--- config.mk ---
export PLATFORM = sky130hd
export DESIGN_NAME = papuf_ctrl
export DESIGN_NICKNAME = d
export VERILOG_FILES = /design/src/rtl/papuf_pkg.sv /design/src/rtl/papuf_sync.sv /design/src/rtl/papuf_ctrl.sv
export SDC_FILE = /design/constraint.sdc
export NUM_CORES = 1
export LEC_CHECK = 0
export CELL_PAD_IN_SITES_DETAIL_PLACEMENT = 1
export CELL_PAD_IN_SITES_GLOBAL_PLACEMENT = 1
export CORE_UTILIZATION = 36
export DETAILED_ROUTE_END_ITERATION = 10
export GPL_TIMING_DRIVEN = 0
export PLACE_DENSITY_LB_ADDON = 0.1
export SLEW_MARGIN = 20
export SYNTH_ARGS = -nofsm -noshare
export SYNTH_HDL_FRONTEND = slang
export SYNTH_SLANG_ARGS = --single-unit
export TNS_END_PERCENT = 100
--- constraint.sdc ---
create_clock -name clk -period 1.9 [get_ports clk]
set_input_delay 0.19 -clock clk [delete_from_list [all_inputs] [get_ports clk]]
set_output_delay 0.19 -clock clk [all_outputs]
set_load 0.03 [all_outputs]
--- src/rtl/papuf_pkg.sv ---
// Shared types and default constants for the papuf16 sequencing controller.
package papuf_pkg;

    localparam int PAPUF_WIDTH      = 16;
    localparam int PAPUF_PULSE_CYC  = 4;
    localparam int PAPUF_SETTLE_CYC = 8;
    localparam int PAPUF_NUM_EVAL   = 5;

    typedef enum logic [2:0] {
        ST_IDLE,
        ST_LOAD,
        ST_PULSE,
        ST_SETTLE,
        ST_SAMPLE,
        ST_DONE
    } papuf_ctrl_state_t;

endpackage

--- src/rtl/papuf_sync.sv ---
// WIDTH-bit two-flop synchronizer bringing the asynchronous PUF response into clk.
module papuf_sync #(
    parameter int WIDTH = 16
) (
    input  logic             clk,
    input  logic             rst_n,
    input  logic [WIDTH-1:0] async_in,
    output logic [WIDTH-1:0] sync_out
);

    logic [WIDTH-1:0] meta_q;
    logic [WIDTH-1:0] sync_q;

    // NOTE: non-blocking assignments keep the two stages as two distinct flops.
    always_ff @(posedge clk or negedge rst_n) begin
        if (!rst_n) begin
            meta_q <= '0;
            sync_q <= '0;
        end else begin
            meta_q <= async_in;
            sync_q <= meta_q;
        end
    end

    assign sync_out = sync_q;

endmodule

--- src/rtl/papuf_ctrl.sv ---
// Challenge/pulse/settle/sample sequencer for a papuf16 array.
// Define PAPUF_CTRL_MAJORITY_EN for NUM_EVAL evaluations with per-bit majority vote.
module papuf_ctrl
    import papuf_pkg::*;
#(
    parameter int WIDTH      = PAPUF_WIDTH,
    parameter int PULSE_CYC  = PAPUF_PULSE_CYC,
    parameter int SETTLE_CYC = PAPUF_SETTLE_CYC,
    parameter int NUM_EVAL   = PAPUF_NUM_EVAL
) (
    input  logic             clk,
    input  logic             rst_n,
    input  logic             req_valid,
    output logic             req_ready,
    input  logic [WIDTH-1:0] req_challenge,
    output logic             rsp_valid,
    input  logic             rsp_ready,
    output logic [WIDTH-1:0] rsp_data,
    output logic [WIDTH-1:0] rsp_unstable,
    output logic             busy,
    output logic [WIDTH-1:0] puf_challenge,
    output logic             puf_pulse,
    input  logic [WIDTH-1:0] puf_response
);

    if (PULSE_CYC < 1 || SETTLE_CYC < 3 || NUM_EVAL < 1 || (NUM_EVAL % 2) == 0) begin : g_bad_param
        $error("papuf_ctrl: illegal PULSE_CYC/SETTLE_CYC/NUM_EVAL");
    end

`ifdef PAPUF_CTRL_MAJORITY_EN
    localparam int N_EVAL = NUM_EVAL;
    localparam int CNT_W  = $clog2(NUM_EVAL + 1);
    localparam logic [CNT_W-1:0] VOTE_HALF = CNT_W'(NUM_EVAL / 2);
    localparam logic [CNT_W-1:0] VOTE_ALL  = CNT_W'(NUM_EVAL);
`else
    localparam int N_EVAL = 1;
`endif

    localparam int MAX_CYC = (PULSE_CYC > SETTLE_CYC) ? PULSE_CYC : SETTLE_CYC;
    localparam int TMR_W   = $clog2(MAX_CYC + 1);
    localparam int EVC_W   = $clog2(N_EVAL + 1);
    localparam logic [TMR_W-1:0] PULSE_LOAD  = TMR_W'(PULSE_CYC - 1);
    localparam logic [TMR_W-1:0] SETTLE_LOAD = TMR_W'(SETTLE_CYC - 1);
    localparam logic [EVC_W-1:0] EVAL_LAST   = EVC_W'(N_EVAL - 1);

    papuf_ctrl_state_t state_q, state_d;
    logic [TMR_W-1:0]  timer_q, timer_d;
    logic [EVC_W-1:0]  eval_q, eval_d;
    logic [WIDTH-1:0]  chal_q, chal_d;
    logic              pulse_q, pulse_d;
    logic              rsp_valid_q, rsp_valid_d;
    logic              busy_q, busy_d;
    logic              req_ready_q, req_ready_d;
    logic [WIDTH-1:0]  sync_resp;

`ifdef PAPUF_CTRL_MAJORITY_EN
    logic [WIDTH-1:0][CNT_W-1:0] ones_q, ones_d;
    logic [WIDTH-1:0]            vote_q, vote_d;
    logic [WIDTH-1:0]            unst_q, unst_d;
`else
    logic [WIDTH-1:0]            cap_q, cap_d;
`endif

    papuf_sync #(
        .WIDTH (WIDTH)
    ) u_sync (
        .clk      (clk),
        .rst_n    (rst_n),
        .async_in (puf_response),
        .sync_out (sync_resp)
    );

    // NOTE: every _d gets a default first so no path through the case infers a latch.
    always_comb begin
        state_d = state_q;
        timer_d = timer_q;
        eval_d  = eval_q;
        chal_d  = chal_q;
`ifdef PAPUF_CTRL_MAJORITY_EN
        ones_d  = ones_q;
        vote_d  = vote_q;
        unst_d  = unst_q;
`else
        cap_d   = cap_q;
`endif

        case (state_q)
            ST_IDLE: begin
                if (req_valid) begin
                    chal_d  = req_challenge;
                    eval_d  = '0;
`ifdef PAPUF_CTRL_MAJORITY_EN
                    ones_d  = '0;
`endif
                    state_d = ST_LOAD;
                end
            end
            ST_LOAD: begin
                timer_d = PULSE_LOAD;
                state_d = ST_PULSE;
            end
            ST_PULSE: begin
                if (timer_q == '0) begin
                    timer_d = SETTLE_LOAD;
                    state_d = ST_SETTLE;
                end else begin
                    timer_d = timer_q - 1'b1;
                end
            end
            ST_SETTLE: begin
                if (timer_q == '0) begin
                    state_d = ST_SAMPLE;
                end else begin
                    timer_d = timer_q - 1'b1;
                end
            end
            ST_SAMPLE: begin
`ifdef PAPUF_CTRL_MAJORITY_EN
                for (int i = 0; i < WIDTH; i++) begin
                    ones_d[i] = ones_q[i] + CNT_W'(sync_resp[i]);
                end
`else
                cap_d = sync_resp;
`endif
                if (eval_q == EVAL_LAST) begin
`ifdef PAPUF_CTRL_MAJORITY_EN
                    // Votes include this last sample so DONE presents them immediately.
                    for (int i = 0; i < WIDTH; i++) begin
                        vote_d[i] = ones_d[i] > VOTE_HALF;
                        unst_d[i] = (ones_d[i] != '0) && (ones_d[i] != VOTE_ALL);
                    end
`endif
                    state_d = ST_DONE;
                end else begin
                    eval_d  = eval_q + 1'b1;
                    timer_d = PULSE_LOAD;
                    state_d = ST_PULSE;
                end
            end
            ST_DONE: begin
                if (rsp_ready) begin
                    state_d = ST_IDLE;
                end
            end
            default: state_d = ST_IDLE;
        endcase

        pulse_d     = (state_d == ST_PULSE);
        rsp_valid_d = (state_d == ST_DONE);
        busy_d      = (state_d != ST_IDLE);
        req_ready_d = (state_d == ST_IDLE);
    end

    // NOTE: vote counters sit in the reset domain so an aborted request never leaks stale votes.
    always_ff @(posedge clk or negedge rst_n) begin
        if (!rst_n) begin
            state_q     <= ST_IDLE;
            timer_q     <= '0;
            eval_q      <= '0;
            chal_q      <= '0;
            pulse_q     <= 1'b0;
            rsp_valid_q <= 1'b0;
            busy_q      <= 1'b0;
            req_ready_q <= 1'b1;
`ifdef PAPUF_CTRL_MAJORITY_EN
            ones_q      <= '0;
            vote_q      <= '0;
            unst_q      <= '0;
`else
            cap_q       <= '0;
`endif
        end else begin
            state_q     <= state_d;
            timer_q     <= timer_d;
            eval_q      <= eval_d;
            chal_q      <= chal_d;
            pulse_q     <= pulse_d;
            rsp_valid_q <= rsp_valid_d;
            busy_q      <= busy_d;
            req_ready_q <= req_ready_d;
`ifdef PAPUF_CTRL_MAJORITY_EN
            ones_q      <= ones_d;
            vote_q      <= vote_d;
            unst_q      <= unst_d;
`else
            cap_q       <= cap_d;
`endif
        end
    end

    assign req_ready     = req_ready_q;
    assign rsp_valid     = rsp_valid_q;
    assign busy          = busy_q;
    assign puf_challenge = chal_q;
    assign puf_pulse     = pulse_q;
`ifdef PAPUF_CTRL_MAJORITY_EN
    assign rsp_data      = vote_q;
    assign rsp_unstable  = unst_q;
`else
    assign rsp_data      = cap_q;
    assign rsp_unstable  = '0;
`endif

endmodule

==> metrics, run 1 <==
Final min period=between 1500 and 2000 ps; P per Cell Area=about 1600 nW/um^2; vias per cell=4.380; placed insts=about 360; hpwl dp=3617 um; CP Class=register to primary output; Final Max Slew Viols=0; Crit path max-delay family=buffers and inverters; Worst Path Arrival=~1500 ps; Slowest-stage cell, CP=clkdlybuf4s50_1; CP required=1710 ps; clock share of power=21.9%; row count=31; Setup Skew=6.374 ps; Initial Utilization=37.20%; die width=88.34 um; RSZ-0062 raised after global routing=false; Critical Path Start=req_ready; # port buffers=71; net load switching power=roughly 0.0022 W; cell with the most instances after synthesis=dfrtp_1; clk_lat worst skew=340 ps; fmax=between 0.5 and 0.6 GHz; clk buf depth=2; DRC viols=0; CP cell instances=clkdlybuf4s50_1; first-pass GRT wire length=between 8000 and 9000 um; endpoints failing hold=0; synth-to-layout area growth=43.08%; pin count of the biggest net entering global routing=59; VDD IR-drop max=0.6843 mV; Synth area leader=dfrtp_1; CTS sink count=75; Syn Area/Cell=15.79 sq um; vias in the first global route=approximately 1600; placed cell area=between 3000 and 4000 sq um; Synth Register Bits=75; GPL Wtd Cong=0.7649; gr usage total=14.79%; endpoints failing setup=0; via count=1638; Netlist Area Pre-Place=2684 sq um; total grt overflow=0; crit path max fanout=1; WP buf/inv=1; # H-tree levels=3; Mapped Cells=170; CP startpoint kind=register; drt first pass iters=3; Die Height=88.34 um; die area=7804 sq um; Switching Fraction=about 36%; area occupied by multi-input gates=676.9 sq um; P_leak=1.700 nW; max incr delay on CP=680 ps; register area share after synthesis=69.98%; predominant post-synthesis flop cell=dfrtp_1; Final Cycle Share=90.77%; maxcap violations=0; share of cells above drive strength 1=27.64%; status=finished clean; Finished Layout Cells=374; Slew headroom=between 60% and 70%; Design Area, Final=3840 sq um; Boundary Pins=approximately 90; Slew @ Worst Pin=between 500 and 600 ps; Internal=0.003983 W; Min-Delay Path Class=input port to async pin; top cells by count, synth=dfrtp_1, mux2_2, buf_4; core footprint=7214 sq um; # fillers=766; Worst R2R Start=timer_q[0]; Yosys cell types=36; sequential power share=37.3%; Avg WL per Cell=14.01 um; count of warnings emitted by yosys=0; Total Wirelength=5241 um; Gates resized, CTS repair=0; Initial DRC Count=40; Root Driver=clkbuf_8; antenna viol nets, final=0; initial antenna violation count=0; fin nets=307; Worst setup EP type=primary output; Register Area=1878 sq um; CTS tree=built; top-area cell type share of the netlist area=69.00%; ant diodes=0; Post-synth EDFFs=0; top post-synthesis cells by area=dfrtp_1, mux2_2, buf_4, buf_6, dfstp_2; clock transition at the registers of the reported paths=80 ps; Comb power frac=approximately two fifths; CTS Buf Count=9; FFs w/ async S/R, synth=100.0%
[cells by family after synthesis]
| family | share of synthesized area [%] |
|---|---|
| AO/OA/AOI/OAI | 3.870 |
| XOR/XNOR | 0.3264 |
| adder cells (fa/ha/maj) | 0.4661 |
| buffers and inverters | 6.899 |
| flip-flops | 69.98 |
| multiplexers | 13.43 |
| other | 0.1397 |
| AND/OR/NAND/NOR | 4.895 |
[flip-flops by register name, indices dropped and copies added, names as in the netlist]
name	cells
rsp_data	16
rsp_valid	1
timer_q	4
busy	1
puf_pulse	1
req_ready	1
puf_challenge	16
u_sync.meta_q	16
u_sync.sync_out	16
state_q	3
[layout by cell type (no fill, tap or decap), types with 2 or more instances in the layout]
cell type,instances
buf_6,3
nor4_1,2
conb_1,16
o21ai_0,2
and2_1,2
inv_1,3
bufinv_16,2
inv_6,2
dfrtp_1,74
nand2_1,3
buf_4,19
mux2_2,31
nand3_1,2
clkdlybuf4s50_1,70
and3_1,2
nor2b_1,3
a21oi_1,2
a22oi_1,2
clkbuf_8,9
[routing by layer]
metal  part of all wire, %  track usage, %  wire length, um  up-vias
met5                     0               0                0        -
met4                   2.1           8.798              109        0
met3                   5.7           4.851              298        9
met2                    49           22.31             2553       56
met1                    43           18.63             2279      825
li1                      -               -                -      748
[per-stage QoR]
stage               worst slack [ps]  TNS (ps)  power, W  utilization (%)  hold WS [ps]
floorplan                      325.6         0  0.003816                -        -105.6
global placement               -1994   -149070  0.004815            49.55         331.7
finish                         175.3         0  0.006190            53.23         257.8
global route                   99.35         0  0.006539            53.23         247.1
CTS                           0.6184         0  0.006276            53.12         248.2
detailed placement            -124.6     -1123  0.004877            49.90         86.84
[power groups by stage]
| stage | sequential (W) | combinational, W | clock (W) |
|---|---|---|---|
| after global routing | 0.00237 | 0.00269 | 0.00148 |
| after CTS | 0.00232 | 0.00255 | 0.00141 |
| after global placement | 0.00232 | 0.00249 | 0 |
| final | 0.00231 | 0.00252 | 0.00136 |
| after floorplan | 0.00307 | 0.000746 | 0 |
| after detailed placement | 0.00234 | 0.00254 | 0 |
[timing repair]
action | 4_1_cts | 5_1_grt
endpoints found under the setup margin | 0 | 10
hold buffers | 1 | 0
buffers inserted | 0 | 1
hold endpoints to repair | 17 | 0
[area by class of cell]
type / instances / area share (%)
Buffer: 22 / 4.431
Clock buffer: 9 / 3.226
Clock inverter: 7 / 2.574
Inverter: 4 / 0.3910
Multi-Input combinational cell: 84 / 17.63
Sequential cell: 75 / 48.91
Tap cell: 99 / 3.226
Timing Repair Buffer: 74 / 19.62
[final timing paths]
| kind | cells after the start | slack, ps | end |
|---|---|---|---|
| max | 1 | 180 | req_ready |
| min in group clk | 1 | 280 | u_sync.meta_q[15] |
| min reg2reg | 0 | 350 | u_sync.sync_out[9] |
| min | 2 | 260 | busy |
| max in group asynchronous | 3 | 1090 | puf_challenge[1] |
| max reg2reg | 5 | 220 | timer_q[1] |
(Power assumes the default switching activity.)
==> run 2, diff against run 1 <==
--- a/config.mk
+++ b/config.mk
@@ -11,7 +11,6 @@
 export DETAILED_ROUTE_END_ITERATION = 10
 export GPL_TIMING_DRIVEN = 0
 export PLACE_DENSITY_LB_ADDON = 0.1
-export SLEW_MARGIN = 20
 export SYNTH_ARGS = -nofsm -noshare
 export SYNTH_HDL_FRONTEND = slang
 export SYNTH_SLANG_ARGS = --single-unit
==> results of run 2 <==
Same layout as run 1: the final DEF is identical, and so are final timing and power.
==> run 3, diff against run 2 <==
--- a/config.mk
+++ b/config.mk
@@ -7,11 +7,13 @@
 export LEC_CHECK = 0
 export CELL_PAD_IN_SITES_DETAIL_PLACEMENT = 1
 export CELL_PAD_IN_SITES_GLOBAL_PLACEMENT = 1
+export CORE_MARGIN = 10
 export CORE_UTILIZATION = 36
 export DETAILED_ROUTE_END_ITERATION = 10
 export GPL_TIMING_DRIVEN = 0
-export PLACE_DENSITY_LB_ADDON = 0.1
+export PLACE_DENSITY = 0.86
 export SYNTH_ARGS = -nofsm -noshare
 export SYNTH_HDL_FRONTEND = slang
+export SYNTH_HIERARCHICAL = 1
 export SYNTH_SLANG_ARGS = --single-unit
 export TNS_END_PERCENT = 100
==> run 3 against run 2 <==
Against the previous run:
- utilization is 0.63 points lower
- critical path type is now register to register
- hold slack better by 1.0 ps
- power is 5.5% lower
- wire length is 15% higher
- synthesized area is 1.5% higher
- sequential power hardly changed
- first-iteration DRC count is 10% higher
- cell area is 0.13% lower
- clock skew is 3.0 ps higher
- die area is 47% higher
==> metrics, run 3 <==
top cells by count, synth=dfrtp_1, mux2_2, buf_4; Total Wirelength=6048 um; first-pass GRT wire length=9694 um; R2R cell count=4; CP required=2130 ps; Slew headroom=64.01%; vias in the first global route=1856; clk_lat worst skew=between 300 and 400 ps; Root Driver=clkbuf_8; Post-synth EDFFs=0; commonest cells after routing, fill and taps aside=dfrtp_1, clkdlybuf4s50_1, mux2_2; Critical Path Start=state_q[2]; vias per cell=approximately 4.4; Slowest-stage cell, CP=nor4b_4; die area=between 10000 and 15000 sq um; share of cells above drive strength 1=26.43%; # H-tree levels=3; Setup Skew=approximately 9.3 ps; via count=between 1500 and 2000; gr usage total=10.92%; # port buffers=71; predominant post-synthesis flop cell=dfrtp_1; Avg WL per Cell=between 15 and 20 um; placed insts=362; total grt overflow=0; RSZ-0062 raised after global routing=false; Netlist Area Pre-Place=2725 sq um; fin nets=312; CP endpoint=puf_challenge[6]; mux cell area share after synthesis=13.22%; placed cell area=3641 sq um; CTS sink count=75; Synth area leader=dfrtp_1; clk buf depth=2; Mapped Cells=176; Final min period=between 1500 and 2000 ps; cell with the most instances after synthesis=dfrtp_1; GPL Wtd Cong=0.7189; Initial Utilization=a little under two fifths; initial antenna violation count=0; drt first pass iters=4; Synth Register Bits=75; commonest non-fill, non-tap cell in the layout=dfrtp_1; FFs w/ async S/R, synth=100.0%; antenna viol nets, final=0; Worst Path Arrival=1990 ps; endpoints failing hold=0; row count=31; CTS tree=built; Reg2Reg Capture Point=puf_challenge[6]; top-area cell type share of the netlist area=between 60% and 70%; maxcap violations=0; ant diodes=0; Die Height=107.0 um; Boundary Pins=88; VDD IR-drop max=approximately 0.6 mV; Gates resized, CTS repair=0; status=finished clean; CTS Buf Count=9; CP Class=register to register; Initial DRC Count=44; Min-Delay Path Class=input port to async pin; Worst R2R Start=state_q[2]; post-synthesis simple-gate area fraction=under 10%; Syn Area/Cell=15.48 sq um; # fillers=around 750; register area share after synthesis=68.92%; main combinational cell family by area after synthesis=multiplexers; Final Cycle Share=92.36%; Finished Layout Cells=approximately 380; top post-synthesis cells by area=dfrtp_1, mux2_2, buf_4, dfstp_2, o22ai_1; Compound-Gate Fraction of Synth Area=4.591%; count of warnings emitted by yosys=6; endpoints failing setup=0; post-synthesis xor/xnor area fraction=0.3214%; Worst setup EP type=register; pin count of the biggest net entering global routing=63; flop-to-flop setup slack=150 ps; DRC viols=0; Design Area, Final=3835 sq um; CP cell instances=buf_2 -> nor4b_4 -> buf_6 -> mux2_2; core footprint=about 7300 sq um; P_leak=~1.7 nW; clock transition at the registers of the reported paths=around 90 ps; Slew @ Worst Pin=around 540 ps; die width=107.0 um; post-synthesis adder-cell area fraction=0.4591%; P per Cell Area=1526 nW/um^2; max incr delay on CP=roughly 500 ps; crit path max fanout=10; Post-CTS Setup Repair Bufs=0; synth-to-layout area growth=40.73%; Yosys cell types=35; Final Max Slew Viols=0; fmax=0.5699 GHz; hpwl dp=approximately 4600 um; CP startpoint kind=register
[run 3: per-stage QoR]
stage | setup TNS, ps | hold WS [ps] | worst slack (ps) | power, W | util (%)
global route | 0 | 252.4 | 16.59 | 0.006205 | 52.59
floorplan | 0 | -105.6 | 324.9 | 0.003745 | -
finish | 0 | 258.8 | 145.2 | 0.005852 | 52.59
CTS | 0 | 243.1 | 79.38 | 0.005942 | 52.59
detailed placement | -727.9 | 61.71 | -80.90 | 0.004800 | 49.93
global placement | -140530 | 331.9 | -1883 | 0.004690 | 49.59
[run 3: how the worst min path moves through the flow]
stage                     slack [ps]                  to  cells after the start              from
after global placement           330  u_sync/sync_out[6]                      0  u_sync/meta_q[6]
after detailed placement          60         rsp_data[5]                      1             rst_n
after global routing             250    u_sync/meta_q[9]                      1   puf_response[9]
after floorplan                 -110                busy                      0             rst_n
final                            260                busy                      2             rst_n
after CTS                        240          state_q[1]                      2             rst_n
[run 3: final cells by class]
type	count	area [sq um]	area share, %
Inverter	6	22.52	0.5873
Timing Repair Buffer	73	745.7	19.45
Clock inverter	7	60.06	1.566
Buffer	23	166.4	4.339
Sequential cell	75	1878	48.97
Tap cell	99	123.9	3.230
Clock buffer	9	123.9	3.230
Multi-Input combinational cell	87	714.4	18.63
[run 3: what timing repair did]
action	4_1_cts	5_1_grt
endpoints found under the hold margin	13	0
endpoints found under the setup margin	0	0
hold buffers	1	0
[run 3: critical path, delay by kind of cell, from the launching register on]
family        cells  cell delay [ps]
simple gates      1              500
buf+inv           2              420
flops             1              380
mux               1              340
[run 3: where the power goes]
group	internal, W	switching [W]	leakage [nW]
Sequential	0.00204	0.000255	0.899
Combinational	0.00112	0.00132	0.710
Clock	0.000494	0.000627	0.0844
[run 3: cell families after synthesis]
group           Yosys count
simple gates             19
other cells               1
fa+ha+maj                 1
compound gates           18
xor+xnor                  1
buf+inv                  29
flops                    75
mux                      32
[run 3: per-layer routing]
| metal | global-route usage (%) | part of all wire, % | vias to the layer above |
|---|---|---|---|
| met5 | 0 | 0 | - |
| met4 | 4.062 | 0.60 | 0 |
| met3 | 6.587 | 10 | 4 |
| met2 | 16.73 | 50 | 61 |
| met1 | 12.24 | 39 | 833 |
| li1 | - | - | 768 |
